$ cat src/rtl/fetch_unit.sv
// Instruction-fetch front end: owns PC and IR, runs the instruction-memory
// handshake with a response timeout, resolves bra/brr/bne and latches halt.
module fetch_unit #(
    parameter int AW      = 16,
    parameter int TIMEOUT = 15
) (
    input  logic          clk,
    input  logic          rst,
    input  logic          fetch_req,
    input  logic          br_en,
    input  logic [3:0]    stat,
    output logic          imem_rd,
    output logic [AW-1:0] imem_addr,
    input  logic          imem_valid,
    input  logic [31:0]   imem_data,
    output logic [31:0]   ir,
    output logic [3:0]    opcode,
    output logic [3:0]    mm,
    output logic [AW-1:0] pc,
    output logic          fetch_done,
    output logic          fetch_err,
    output logic          halted
);

    localparam logic [1:0] IDLE = 2'd0;
    localparam logic [1:0] WAIT = 2'd1;
    localparam logic [1:0] HALT = 2'd2;

    localparam logic [3:0] OP_BRA = 4'd4;
    localparam logic [3:0] OP_BRR = 4'd5;
    localparam logic [3:0] OP_BNE = 4'd6;
    localparam logic [3:0] OP_HLT = 4'd15;

    logic [1:0]    state;
    logic [AW-1:0] pc_cur;
    logic [7:0]    wait_cnt;
    logic          br_taken;
    logic [AW-1:0] br_target;
    logic [AW-1:0] br_offset;
    logic [AW-1:0] fetch_pc;

    assign opcode    = ir[31:28];
    assign mm        = ir[27:24];
    assign br_offset = AW'($signed(ir[15:0]));

    // Branch decision for the instruction currently held in IR.
    always_comb begin
        br_taken  = 1'b0;
        br_target = ir[AW-1:0];
        case (opcode)
            OP_BRA: br_taken = 1'b1;
            OP_BRR: begin
                br_taken  = 1'b1;
                br_target = pc_cur + br_offset;
            end
            OP_BNE: br_taken = ((stat & mm) == 4'd0);
            default: br_taken = 1'b0;
        endcase
    end

    // A branch in the same cycle as a fetch request redirects that fetch.
    assign fetch_pc = (br_en && br_taken) ? br_target : pc;

    always_ff @(posedge clk) begin
        if (rst) begin
            state      <= IDLE;
            pc         <= '0;
            pc_cur     <= '0;
            ir         <= '0;
            imem_rd    <= 1'b0;
            imem_addr  <= '0;
            fetch_done <= 1'b0;
            fetch_err  <= 1'b0;
            halted     <= 1'b0;
            wait_cnt   <= '0;
        end else begin
            imem_rd    <= 1'b0;
            fetch_done <= 1'b0;
            fetch_err  <= 1'b0;
            case (state)
                IDLE: begin
                    pc <= fetch_pc;
                    if (fetch_req) begin
                        imem_rd   <= 1'b1;
                        imem_addr <= fetch_pc;
                        wait_cnt  <= '0;
                        state     <= WAIT;
                    end
                end
                WAIT: begin
                    if (imem_valid) begin
                        ir         <= imem_data;
                        pc_cur     <= imem_addr;
                        pc         <= imem_addr + AW'(1);
                        fetch_done <= 1'b1;
                        if (imem_data[31:28] == OP_HLT) begin
                            halted <= 1'b1;
                            state  <= HALT;
                        end else begin
                            state <= IDLE;
                        end
                    end else if (wait_cnt == 8'(TIMEOUT - 1)) begin
                        fetch_err <= 1'b1;
                        state     <= IDLE;
                    end else begin
                        wait_cnt <= wait_cnt + 8'd1;
                    end
                end
                HALT: state <= HALT;
                default: state <= IDLE;
            endcase
        end
    end

endmodule

$ cat config.mk
export PLATFORM = sky130hd
export DESIGN_NAME = fetch_unit
export DESIGN_NICKNAME = d
export VERILOG_FILES = /design/src/rtl/fetch_unit.sv
export SDC_FILE = /design/constraint.sdc
export NUM_CORES = 1
export LEC_CHECK = 0
export ABC_AREA = 1
export BUFFER_PORTS_ARGS = -buffer_cell sky130_fd_sc_hd__buf_2
export CORE_MARGIN = 2
export CORE_UTILIZATION = 35
export DETAILED_ROUTE_END_ITERATION = 10
export GPL_TIMING_DRIVEN = 0
export PLACE_DENSITY = 0.59
export SYNTH_ARGS = -nofsm -noshare
export SYNTH_HDL_FRONTEND = slang
export SYNTH_SLANG_ARGS = --single-unit
$ cat constraint.sdc
create_clock -name clk -period 1.8 [get_ports clk]
set_clock_uncertainty 0.05 [all_clocks]
set_input_delay 0.09 -clock clk [delete_from_list [all_inputs] [get_ports clk]]
set_output_delay 0.09 -clock clk [all_outputs]
set_load 0.1 [all_outputs]
Yosys cells after proc, flatten, opt, wreduce, memory -nomap -nowiden
Cells that the tools add are included.

Register bits after elaboration: 94. Input bits: 41. Output and inout bits: 76.

Add/sub/neg operators: 3. Eq/ne operators: 12. Multiplexer cells: 17. Bitwise gates (word level): 3. Reductions and logical operators: 14.

Operators with widths (number): 16-bit two-way mux (3); 16-bit case mux with 2 select lines (1); 8-bit two-way mux (3); 16-bit by 1-bit adder with 16-bit output (second input constant) (1); 16-bit adder (1); 8-bit case mux with 2 select lines (1); 4-bit by 3-bit == test with 1-bit output (second input constant) (3); 8-bit by 1-bit adder with 8-bit output (second input constant) (1); 8-bit by 4-bit == test with 1-bit output (second input constant) (1); 2-bit two-way mux (4); 2-bit inequality test (second input constant) (4); 2-bit AND reduction (4); 2-bit case mux with 3 select lines (1); 2-bit OR reduction (3); 4-bit AND (1); 4-bit == test (second input constant) (1); 4-bit zero test (1); 4-bit AND reduction (1); 1-bit two-way mux (3); 3-bit inequality test (second input constant) (1); 3-bit AND reduction (1); 3-bit OR reduction (1); 2-bit by 1-bit == test with 1-bit output (second input constant) (1); 2-bit == test (second input constant) (1); other kinds (5) (6).

Longest topological paths before layout
Gate-level depths: netlist (run 1).

Word-level depth: 6. Gate-level depth with buffers: 14.

Worst setup path before layout (run 1)
Ideal clock, no wire load.

Kind: reg-to-reg. Start point: reg ir[0]. End point: reg pc[4]. Library setup time: 0.122 ns. Arrival: 2.333 ns. Slack: -0.705 ns. Cell stages (with the launch flop): 13. Period minus slack after synthesis: 2.505 ns. Cell sequence: dfxtp_1 > ha_1 > fa_1 > nand2_1 > nand2_1 > and2_1 > or2_2 > nand3_1 > o21ai_0 > nand2_1 > nand3_1 > nand2_1 > a21oi_1.

Cells in the longest elaborated chain, start to end: 4.

Ends and longest elaborated chain: start: declaration (RTL line 16) `output logic [31:0] ir,`; start signal: assignment (RTL line 92) `ir <= imem_data;`; 16-bit adder (RTL line 54) `br_target = pc_cur + br_offset;`; 16-bit two-way mux (RTL line 50) `case (opcode)`; 16-bit two-way mux (RTL line 62) `assign fetch_pc = (br_en && br_taken) ? br_target : pc;`; 16-bit case mux with 2 select lines (RTL line 80) `case (state)`; end signal: assignment (RTL line 82) `pc <= fetch_pc;`; end signal: assignment (RTL line 94) `pc <= imem_addr + AW'(1);`; end: declaration (RTL line 19) `output logic [AW-1:0] pc,`.

Every way passes these cells. A chain may end at the register's enable or synchronous reset.

Worst setup path after layout (run 1)
Start point: reg ir[0]. End point: reg pc[8].

The elaborated chain is that of the path after synthesis.

==> results.toml, run 1 <==
[sta]
rsz0062_at_grt = "yes"
tightestPinTransition_ns = 0.682
fmax_mhz = 506
slew_headroom_pct = 54.5
fin_ws_ns = -0.178
timing.final.max_slew_violations = 0
setup_violations = 14
final_min_period_over_clock_period_pct = 110
hold_violations = 0
period_minus_slack_ns = 1.98

[place]
placed_cell_area_um2 = 6140
post-place-ws_ns = -0.225
globalplace.congestion = 0.890
hpwlAfterDp_um = 12200
port_buffers = 116

[die]
initial_utilization_pct = 35.5
core_area_um2 = 14400
dieArea_um2 = 15500
die_h_um = 125
ios = 117
die_width_um = 125
rows = 44

[pwr]
seq_power_share_pct = 39.7
power_density_nw_per_um2 = 814
vdd_ir_drop_max_mv = 0.515
switching_share_pct = 38.4
total_power_mw = 5.86
power.leakage_nw = 3.32
p_sw_mw = 2.25
p_clk_share_pct = 31.6
intPower_mw = 3.61
combPwrFrac_pct = 28.7

[global_routing]
grt_overflow = 0
grt_usage_pct = 21.5
grt_pass1_vias = 5202
grt_max_degree = 16
grt_first_pass_wirelength_um = 26700
antenna_found_initial = 0

[final_layout]
drive_above_1_share_pct = 34.9
fillers = 1462
final_core_util_pct = 50.1
final_area_um2 = 7190
area_delta_synth_final_pct = 41.1
final_nets = 994
diodes = 0

[clocking]
clockBufferDepth = 2
htree_levels = 3
path_clk_slew_ns = 0.07
cts.sinks = 94
cts-buffers-inserted = 9
clkLatencyLatePin_ns = 0.35
root_buffer = "clkbuf_16"
tritoncts = "done"

[yosys]
seq_area_frac_synth_pct = 36.9
avgSynthCellArea_um2 = 6.72
synth_common_cells = "nand2_1, dfxtp_1, o21ai_0, a21oi_1, inv_1"
netlist.area_leader.share_pct = 36.9
netlist_area_um2 = 5100
synthArstFlopShare_pct = 0
synth_edf_count = 0
synth.area.top_cells = "dfxtp_1, nand2_1, o21ai_0"
synth_seq_cells = 94
synth_ff_type = "dfxtp_1"
syn_inst = 759
ys_types = 35
synth_most_common_cell = "nand2_1"
syn-num-nets = 819
synth_area_leader_cell = "dfxtp_1"
ys_warn_count = 0

[setup_path]
crit_top_cell = "nand2_2"
critPathCaptureType = "flip-flop"
crit_family = "simple AND/OR/NAND/NOR gates"
critical_path_buf_inv_count = 0
critical_path_class = "reg2reg"
worstPathMaxFanout = 4
path_cells = "ha_4, fa_2, nand2_2, nand2_2, and2_4, nand2_1, nand2_2, a21oi_2, o21ai_1, nand2_1, nand3_1, a21oi_1"
required_ns = 2.03
worstPathArrival_ns = 2.21
start_kind = "flip-flop"
cp_slowest_cell = "fa_2"
max_stage_delay_ns = 0.36

[route]
viasPerCell = 4.88
vias = 5476
drc = 0
drt-pass1-iter-count = 5
drtAntennaViolNets = 0
wire_per_inst_um = 15.0
drt_iter0_drc = 331
wirelength_um = 16800

[run]
cap_violations = 0

[run_status]
violations = "negative setup slack"
outcome = "complete, but fails checks"

[hold_path]
hp-class = "in2reg"
## per-layer routing
layer  wire, um  vias to the layer above  GRT usage, %
met5          0                        -             0
met4        491                        0          8.66
met3        857                       27          4.42
met2       7680                      155          34.7
met1       7790                     2485          28.1
li1           -                     2809             -
## power by group through the flow
stage / Clock, mW / Combinational (mW) / Sequential [mW]
CTS: 1.88 / 1.61 / 2.32
global route: 1.96 / 1.79 / 2.34
finish: 1.85 / 1.68 / 2.33
detailed placement: 0 / 1.52 / 2.37
global placement: 0 / 1.52 / 2.36
floorplan: 0 / 0.536 / 3.02
## cell type report
class,instances,area (um2),area share (%)
multi-input cells,537,3110,43.2
repair buffers,164,1020,14.2
plain buffers,38,220,3.06
clock inverters,4,30.0,0.418
well taps,184,230,3.20
clock buffers,12,246,3.43
inverters,90,343,4.77
flip-flops and latches,94,1990,27.7
## registers in the layout (all words and copies together) (netlist names)
| register | cells |
|---|---|
| fetch_done | 1 |
| pc_cur | 16 |
| ir | 32 |
| halted | 1 |
| state | 2 |
| imem_addr | 16 |
| fetch_err | 1 |
| wait_cnt | 8 |
| pc | 16 |
| imem_rd | 1 |
## layout by cell type, fill, tap and decap left out, types with 6 or more instances in the layout
cell and count:
inv_2 6, o21ai_1 16, buf_4 27, xor2_1 8
nor3_1 9, dfxtp_4 19, nand2_2 34, dfxtp_2 30
ha_4 15, nand2_4 6, a21oi_1 77, buf_2 122
o21ai_0 79, nand3_2 13, dlygate4sd3_1 33, clkbuf_1 14
nand3_1 30, nand2_1 127, nor2_1 73, a21oi_2 9
inv_1 82, dfxtp_1 45, clkbuf_16 9
## cell families after synthesis
| logic type | count (synthesis) | share of synthesized area, % |
|---|---|---|
| flip-flops | 94 | 36.9 |
| adder cells (fa/ha/maj) | 19 | 4.81 |
| AO/OA/AOI/OAI | 188 | 18.7 |
| AND/OR/NAND/NOR | 319 | 27.1 |
| buffers and inverters | 128 | 10.7 |
| XOR/XNOR | 11 | 1.89 |
## path summary, 6_finish.rpt
check	start	end	slack [ns]	cells after the start
worst min-delay path	imem_data[13]	ir[13]	0.02	3
worst max register to register	ir[0]	pc[8]	-0.18	12
worst max-delay path	ir[0]	pc[8]	-0.18	12
worst min register to register	ir[31]	ir[31]	0.45	2
## worst reg2reg max path, cell delays in order (launching register included)
cell and delay, ns:
dfxtp_4 0.35, ha_4 0.16, fa_2 0.36, nand2_2 0.09, nand2_2 0.06, and2_4 0.15
nand2_1 0.07, nand2_2 0.06, a21oi_2 0.12, o21ai_1 0.08, nand2_1 0.14, nand3_1 0.09
a21oi_1 0.13
## per-stage QoR
stage	cells	TNS (ns)	hold slack (ns)
floorplan	759	-0.749	0.118
global placement	1059	-3.17	0.253
detailed placement	1059	-3.48	0.249
CTS	1112	-1.02	0.00771
global route	1123	-3.00	0.0378
finish	1123	-1.22	0.0182
## repair_timing
action | 4_1_cts | 5_1_grt
pin swaps | 11 | 28
gates resized for setup | 28 | 82
setup buffers | 4 | 11
hold endpoints to repair | 33 | 0
endpoints found under the setup margin | 42 | 69
hold buffers | 33 | 0
Note: power is estimated with default switching activity, not from simulation.
==> run 2, diff against run 1 <==
--- a/config.mk
+++ b/config.mk
@@ -10,7 +10,7 @@
 export CORE_MARGIN = 2
 export CORE_UTILIZATION = 35
 export DETAILED_ROUTE_END_ITERATION = 10
-export GPL_TIMING_DRIVEN = 0
+export MAX_ROUTING_LAYER = met4
 export PLACE_DENSITY = 0.59
 export SYNTH_ARGS = -nofsm -noshare
 export SYNTH_HDL_FRONTEND = slang
==> run 2 against run 1 <==
The flow still finishes with violations (negative setup slack). Global-route usage shrank 0.54 points. Utilization rose by 0.096 points. Highest routed layer unchanged. Non-clock buffer count fell by 18.
==> results.toml, run 2 (synthesis gave the netlist of run 1 again) <==
[run_status]
outcome = "complete, but fails checks"
violations = "negative setup slack"

[setup_path]
start_kind = "flip-flop"
path_cells = "ha_4, fa_2, nand2_2, nand2_2, and2_4, or2_4, nand3_2, o21ai_2, nand2_1, nand3_1, nand2_1, a21oi_1"
critPathCaptureType = "flip-flop"
required_ns = 1.99
cp_slowest_cell = "fa_2"
critical_path_class = "reg2reg"
worstPathArrival_ns = 2.11
max_stage_delay_ns = 0.36
worstPathMaxFanout = 4

[pwr]
intPower_mw = 3.73
vdd_ir_drop_max_mv = 0.503
switching_share_pct = 37.4
power_density_nw_per_um2 = 827
p_sw_mw = 2.23
seq_power_share_pct = 39.0
p_clk_share_pct = 33.1
power.leakage_nw = 3.28
total_power_mw = 5.96
combPwrFrac_pct = 27.9

[die]
dieArea_um2 = 15500
initial_utilization_pct = 35.5
ios = 117
rows = 44
core_area_um2 = 14400
die_h_um = 125
die_width_um = 125

[global_routing]
grtUsageMet1_pct = 24.2
use_met3_pct = 4.55
grt_pass1_vias = 5259
grt_overflow = 0
use_met2_pct = 36.3
grt-busiest-layer = "met2"
grt_max_degree = 66
grt_usage_pct = 21.0
antenna_found_initial = 0
grt_first_pass_wirelength_um = 25500

[clocking]
cts-buffers-inserted = 9
cts.sinks = 94
clkLatencyLatePin_ns = 0.36
tritoncts = "done"
root_buffer = "clkbuf_16"
clockBufferDepth = 2
htree_levels = 3
path_clk_slew_ns = 0.07

[route]
drt-pass1-iter-count = 5
wire_per_inst_um = 14.2
vias = 5363
wirelength_um = 15600
drc = 0
viasPerCell = 4.85
drt_iter0_drc = 251
drtAntennaViolNets = 0

[hold_path]
hp-class = "in2reg"

[place]
port_buffers = 116
globalplace.congestion = 0.839
hpwlAfterDp_um = 10800

[sta]
fmax_mhz = 523
fin_ws_ns = -0.114
final_min_period_over_clock_period_pct = 106
slew_headroom_pct = 53.1
hold_violations = 0
rsz0062_at_grt = "yes"
tns_ns = -0.410
fin_hold_ws_ns = 0.00827
setup_violations = 10
timing.final.max_slew_violations = 0
period_minus_slack_ns = 1.91
tightestPinTransition_ns = 0.702

[final_layout]
final_nets = 976
drive_above_1_share_pct = 36.2
fillers = 1446
diodes = 0
layout.cells.most_common_list = "nand2_1, buf_2, inv_1"
largest_register = "ir"
final_core_util_pct = 50.1
largest_reg_flops = 32
area_delta_synth_final_pct = 41.3
layout_commonest_cell = "nand2_1"

[run]
cap_violations = 0
==> run 2: changes by cell type in the layout (fill, tap and decap cells not counted), sizes merged <==
cell         delta
clkinv          -1
clkbuf         -18
dlygate4sd3     -2
buf             +3
==> run 2: worst paths after layout <==
kind	slack (ns)	cells after the start	endpoint	from
worst max register to register	-0.11	12	pc[4]	ir[0]
worst max-delay path	-0.11	12	pc[4]	ir[0]
worst min register to register	0.43	2	halted	halted
worst min-delay path	0.008	3	ir[14]	imem_data[14]
==> run 2: repair_timing <==
action,in CTS,in global routing
resized for setup,17,85
pin swaps,6,29
setup endpoints to repair,18,30
hold buffers,31,0
hold endpoints to repair,31,0
buffers inserted,1,5
==> run 2: area by class of cell <==
type,instances,area [um2],area share (%)
multi-input combinational,537,3140,43.6
sequential,94,1990,27.6
timing repair buffer,184,1200,16.6
inverter,90,340,4.72
clock buffer,13,282,3.91
tap,184,230,3.20
clock inverter,3,23.8,0.330
==> run 2: power by group through the flow <==
stage          logic (mW)  clock network, mW  registers, mW
2_1_floorplan       0.536                  0           3.02
3_3_place_gp         1.53                  0           2.36
3_5_place_dp         1.53                  0           2.36
4_1_cts              1.60               2.02           2.31
5_1_grt              1.78               2.12           2.34
6_report             1.66               1.97           2.32
==> run 2: stage by stage <==
| step | std cells | worst slack, ns | area (um2) |
|---|---|---|---|
| 5_1_grt | 1105 | -0.254 | 7210 |
| 3_5_place_dp | 1052 | -0.109 | 6190 |
| 4_1_cts | 1100 | -0.121 | 6870 |
| 2_1_floorplan | 759 | -0.176 | 5330 |
| 6_report | 1105 | -0.114 | 7210 |
| 3_3_place_gp | 1052 | -0.114 | 6190 |
==> run 2: worst max-delay path, delay by kind of cell, from the launching register on <==
kind	cells	cell delay, ns
compound gates	2	0.10
fa+ha+maj	2	0.52
flops	1	0.35
simple gates	8	0.77
==> run 2: layer usage <==
layer / share of wire, % / up-vias
li1: - / 2771
met1: 43 / 2433
met2: 50 / 139
met3: 4.9 / 20
met4: 2.0 / 0
met5: 0 / -
==> run 3, diff against run 2 <==
--- a/config.mk
+++ b/config.mk
@@ -5,7 +5,6 @@
 export SDC_FILE = /design/constraint.sdc
 export NUM_CORES = 1
 export LEC_CHECK = 0
-export ABC_AREA = 1
 export BUFFER_PORTS_ARGS = -buffer_cell sky130_fd_sc_hd__buf_2
 export CORE_MARGIN = 2
 export CORE_UTILIZATION = 35
@@ -15,3 +14,4 @@
 export SYNTH_ARGS = -nofsm -noshare
 export SYNTH_HDL_FRONTEND = slang
 export SYNTH_SLANG_ARGS = --single-unit
+export TNS_END_PERCENT = 100
==> run 3 against run 2 <==
The flow still finishes with violations (negative setup slack). Count of clock-buffer cells in the layout down 3. Register-to-register slack worse by 0.45 ns. Hold slack better by 0.072 ns. Die area up 2.2%. Power down 9.4%. Cell count down 1.4%. Routed wire length up 15%. Critical path depth down 4. Critical endpoint is now pc[10]. Largest cell class unchanged. Largest power group unchanged.
==> results.toml, run 3 <==
[global_routing]
grt_first_pass_wirelength_um = 28700
grt_max_degree = 41
grt_overflow = 0
grt_usage_pct = 23.0
antenna_found_initial = 0
grt_pass1_vias = 5689

[die]
rows = 44
core_area_um2 = 14500
initial_utilization_pct = 35.9
ios = 117
die_h_um = 126
dieArea_um2 = 15900
die_width_um = 126

[clocking]
path_clk_slew_ns = 0.07
clkLatencyLatePin_ns = 0.36
tritoncts = "done"
cts.sinks = 94
cts-buffers-inserted = 9
root_buffer = "clkbuf_16"
htree_levels = 3
clockBufferDepth = 2

[yosys]
netlist.area_leader.share_pct = 36.1
syn-num-nets = 733
synth_seq_cells = 94
seq_area_frac_synth_pct = 36.1
synth_ff_type = "dfxtp_1"
ys_warn_count = 0
synth.area.top_cells = "dfxtp_1, nand2_1, a21oi_1"
syn_inst = 673
ys_types = 68
synth_common_cells = "nand2_1, dfxtp_1, a21oi_1, nor2_1, clkbuf_1"
netlist_area_um2 = 5210
synth_area_leader_cell = "dfxtp_1"
synthArstFlopShare_pct = 0
avgSynthCellArea_um2 = 7.75
synth_edf_count = 0
synth_most_common_cell = "nand2_1"

[pwr]
switching_share_pct = 35.2
p_sw_mw = 1.90
total_power_mw = 5.39
combPwrFrac_pct = 25.0
seq_power_share_pct = 41.1
intPower_mw = 3.49
power_density_nw_per_um2 = 690
power.leakage_nw = 3.30
vdd_ir_drop_max_mv = 0.436
p_clk_share_pct = 33.8

[final_layout]
stdcell_count = 1089
final_nets = 960
layout_commonest_cell = "nand2_1"
multi_input_area_um2 = 3400
largest_register = "ir"
layout.cells.most_common_list = "nand2_1, buf_2, buf_4"
largest_reg_flops = 32
diodes = 0
drive_above_1_share_pct = 39.4
area_delta_synth_final_pct = 50.0
seq_area_um2 = 2000
fillers = 1368
final_area_um2 = 7820

[setup_path]
required_ns = 2.00
reg2regPathDepth = 8
worstPathArrival_ns = 2.56
max_stage_delay_ns = 0.39
start_kind = "flip-flop"
worstPathMaxFanout = 4
critPathCaptureType = "flip-flop"
path_cells = "ha_4, fa_2, a21oi_4, o221ai_4, a2111oi_4, nor4_4, a211o_1, a32o_1"
critical_path_class = "reg2reg"
cp_slowest_cell = "a2111oi_4"

[hold_path]
whs_path_depth = 2
hp-class = "in2reg"

[sta]
fin_hold_ws_ns = 0.0806
slew_headroom_pct = 67.2
fin_ws_ns = -0.563
setup_violations = 32
timing.final.max_slew_violations = 0
hold_violations = 0
period_minus_slack_ns = 2.36
final_min_period_over_clock_period_pct = 131
tightestPinTransition_ns = 0.496
fmax_mhz = 423
rsz0062_at_grt = "yes"

[route]
wirelength_um = 18100
vias = 5762
drt_iter0_drc = 430
drt-pass1-iter-count = 5
wire_per_inst_um = 16.6
drtAntennaViolNets = 0
drc = 0
viasPerCell = 5.29

[place]
port_buffers = 116
dp_cells = 1032
placed_cell_area_um2 = 6930
globalplace.congestion = 0.927
hpwlAfterDp_um = 13600

[run_status]
violations = "negative setup slack"
outcome = "complete, but fails checks"

[run]
cap_violations = 0
==> run 3: final cells by class <==
class / instances / area share, %
Multi-Input combinational cell: 518 / 43.5
Sequential cell: 94 / 25.6
Timing Repair Buffer: 265 / 23.8
Clock buffer: 10 / 3.06
Tap cell: 184 / 2.94
Inverter: 12 / 0.576
Clock inverter: 6 / 0.480
==> run 3: worst max-delay path, delay by kind of cell, from the launching register on <==
kind                       cells  cell delay, ns
DFF                            1            0.35
AOI/OAI and AO/OA              5            1.28
and+or+nand+nor                1            0.08
adders and majority gates      2            0.52
==> run 3: what timing repair did <==
item,4_1_cts,5_1_grt
pin swaps,13,18
resized for setup,28,21
endpoints found under the setup margin,32,36
setup buffers,5,3
hold buffers,33,0
endpoints found under the hold margin,33,0
==> run 3: power groups by stage <==
stage          Sequential (mW)  Clock (mW)  Combinational (mW)
6_report                  2.22        1.82                1.35
5_1_grt                   2.23        1.95                1.42
4_1_cts                   2.22        1.85                1.33
2_1_floorplan             2.76           0               0.405
3_3_place_gp              2.26           0                1.24
3_5_place_dp              2.27           0                1.25
==> run 3: final timing paths <==
check / start / endpoint / slack, ns
max: ir[0] / pc[10] / -0.56
min: rst / imem_addr[8] / 0.08
max reg2reg: ir[0] / pc[10] / -0.56
min reg2reg: ir[16] / ir[16] / 0.41
==> run 3: kinds of logic after synthesis <==
| logic type | synth area share, % |
|---|---|
| buf+inv | 5.35 |
| fa+ha+maj | 4.70 |
| xor+xnor | 4.87 |
| mux | 1.78 |
| compound gates | 22.7 |
| simple gates | 24.5 |
| flops | 36.1 |
==> run 3: metrics by stage <==
| stage | setup slack [ns] | util, % | setup TNS (ns) |
|---|---|---|---|
| CTS | -0.524 | 52.9 | -8.38 |
| floorplan | -0.582 | - | -5.80 |
| global route | -0.626 | 53.8 | -12.01 |
| detailed placement | -0.535 | 47.6 | -9.10 |
| finish | -0.563 | 53.8 | -9.17 |
| global placement | -0.482 | 47.6 | -8.62 |
==> run 3: routing by layer <==
layer / GRT usage, % / part of all wire, %
met2: 37.1 / 47
met3: 2.93 / 5.1
met1: 29.8 / 46
met4: 8.47 / 1.8
met5: - / 0
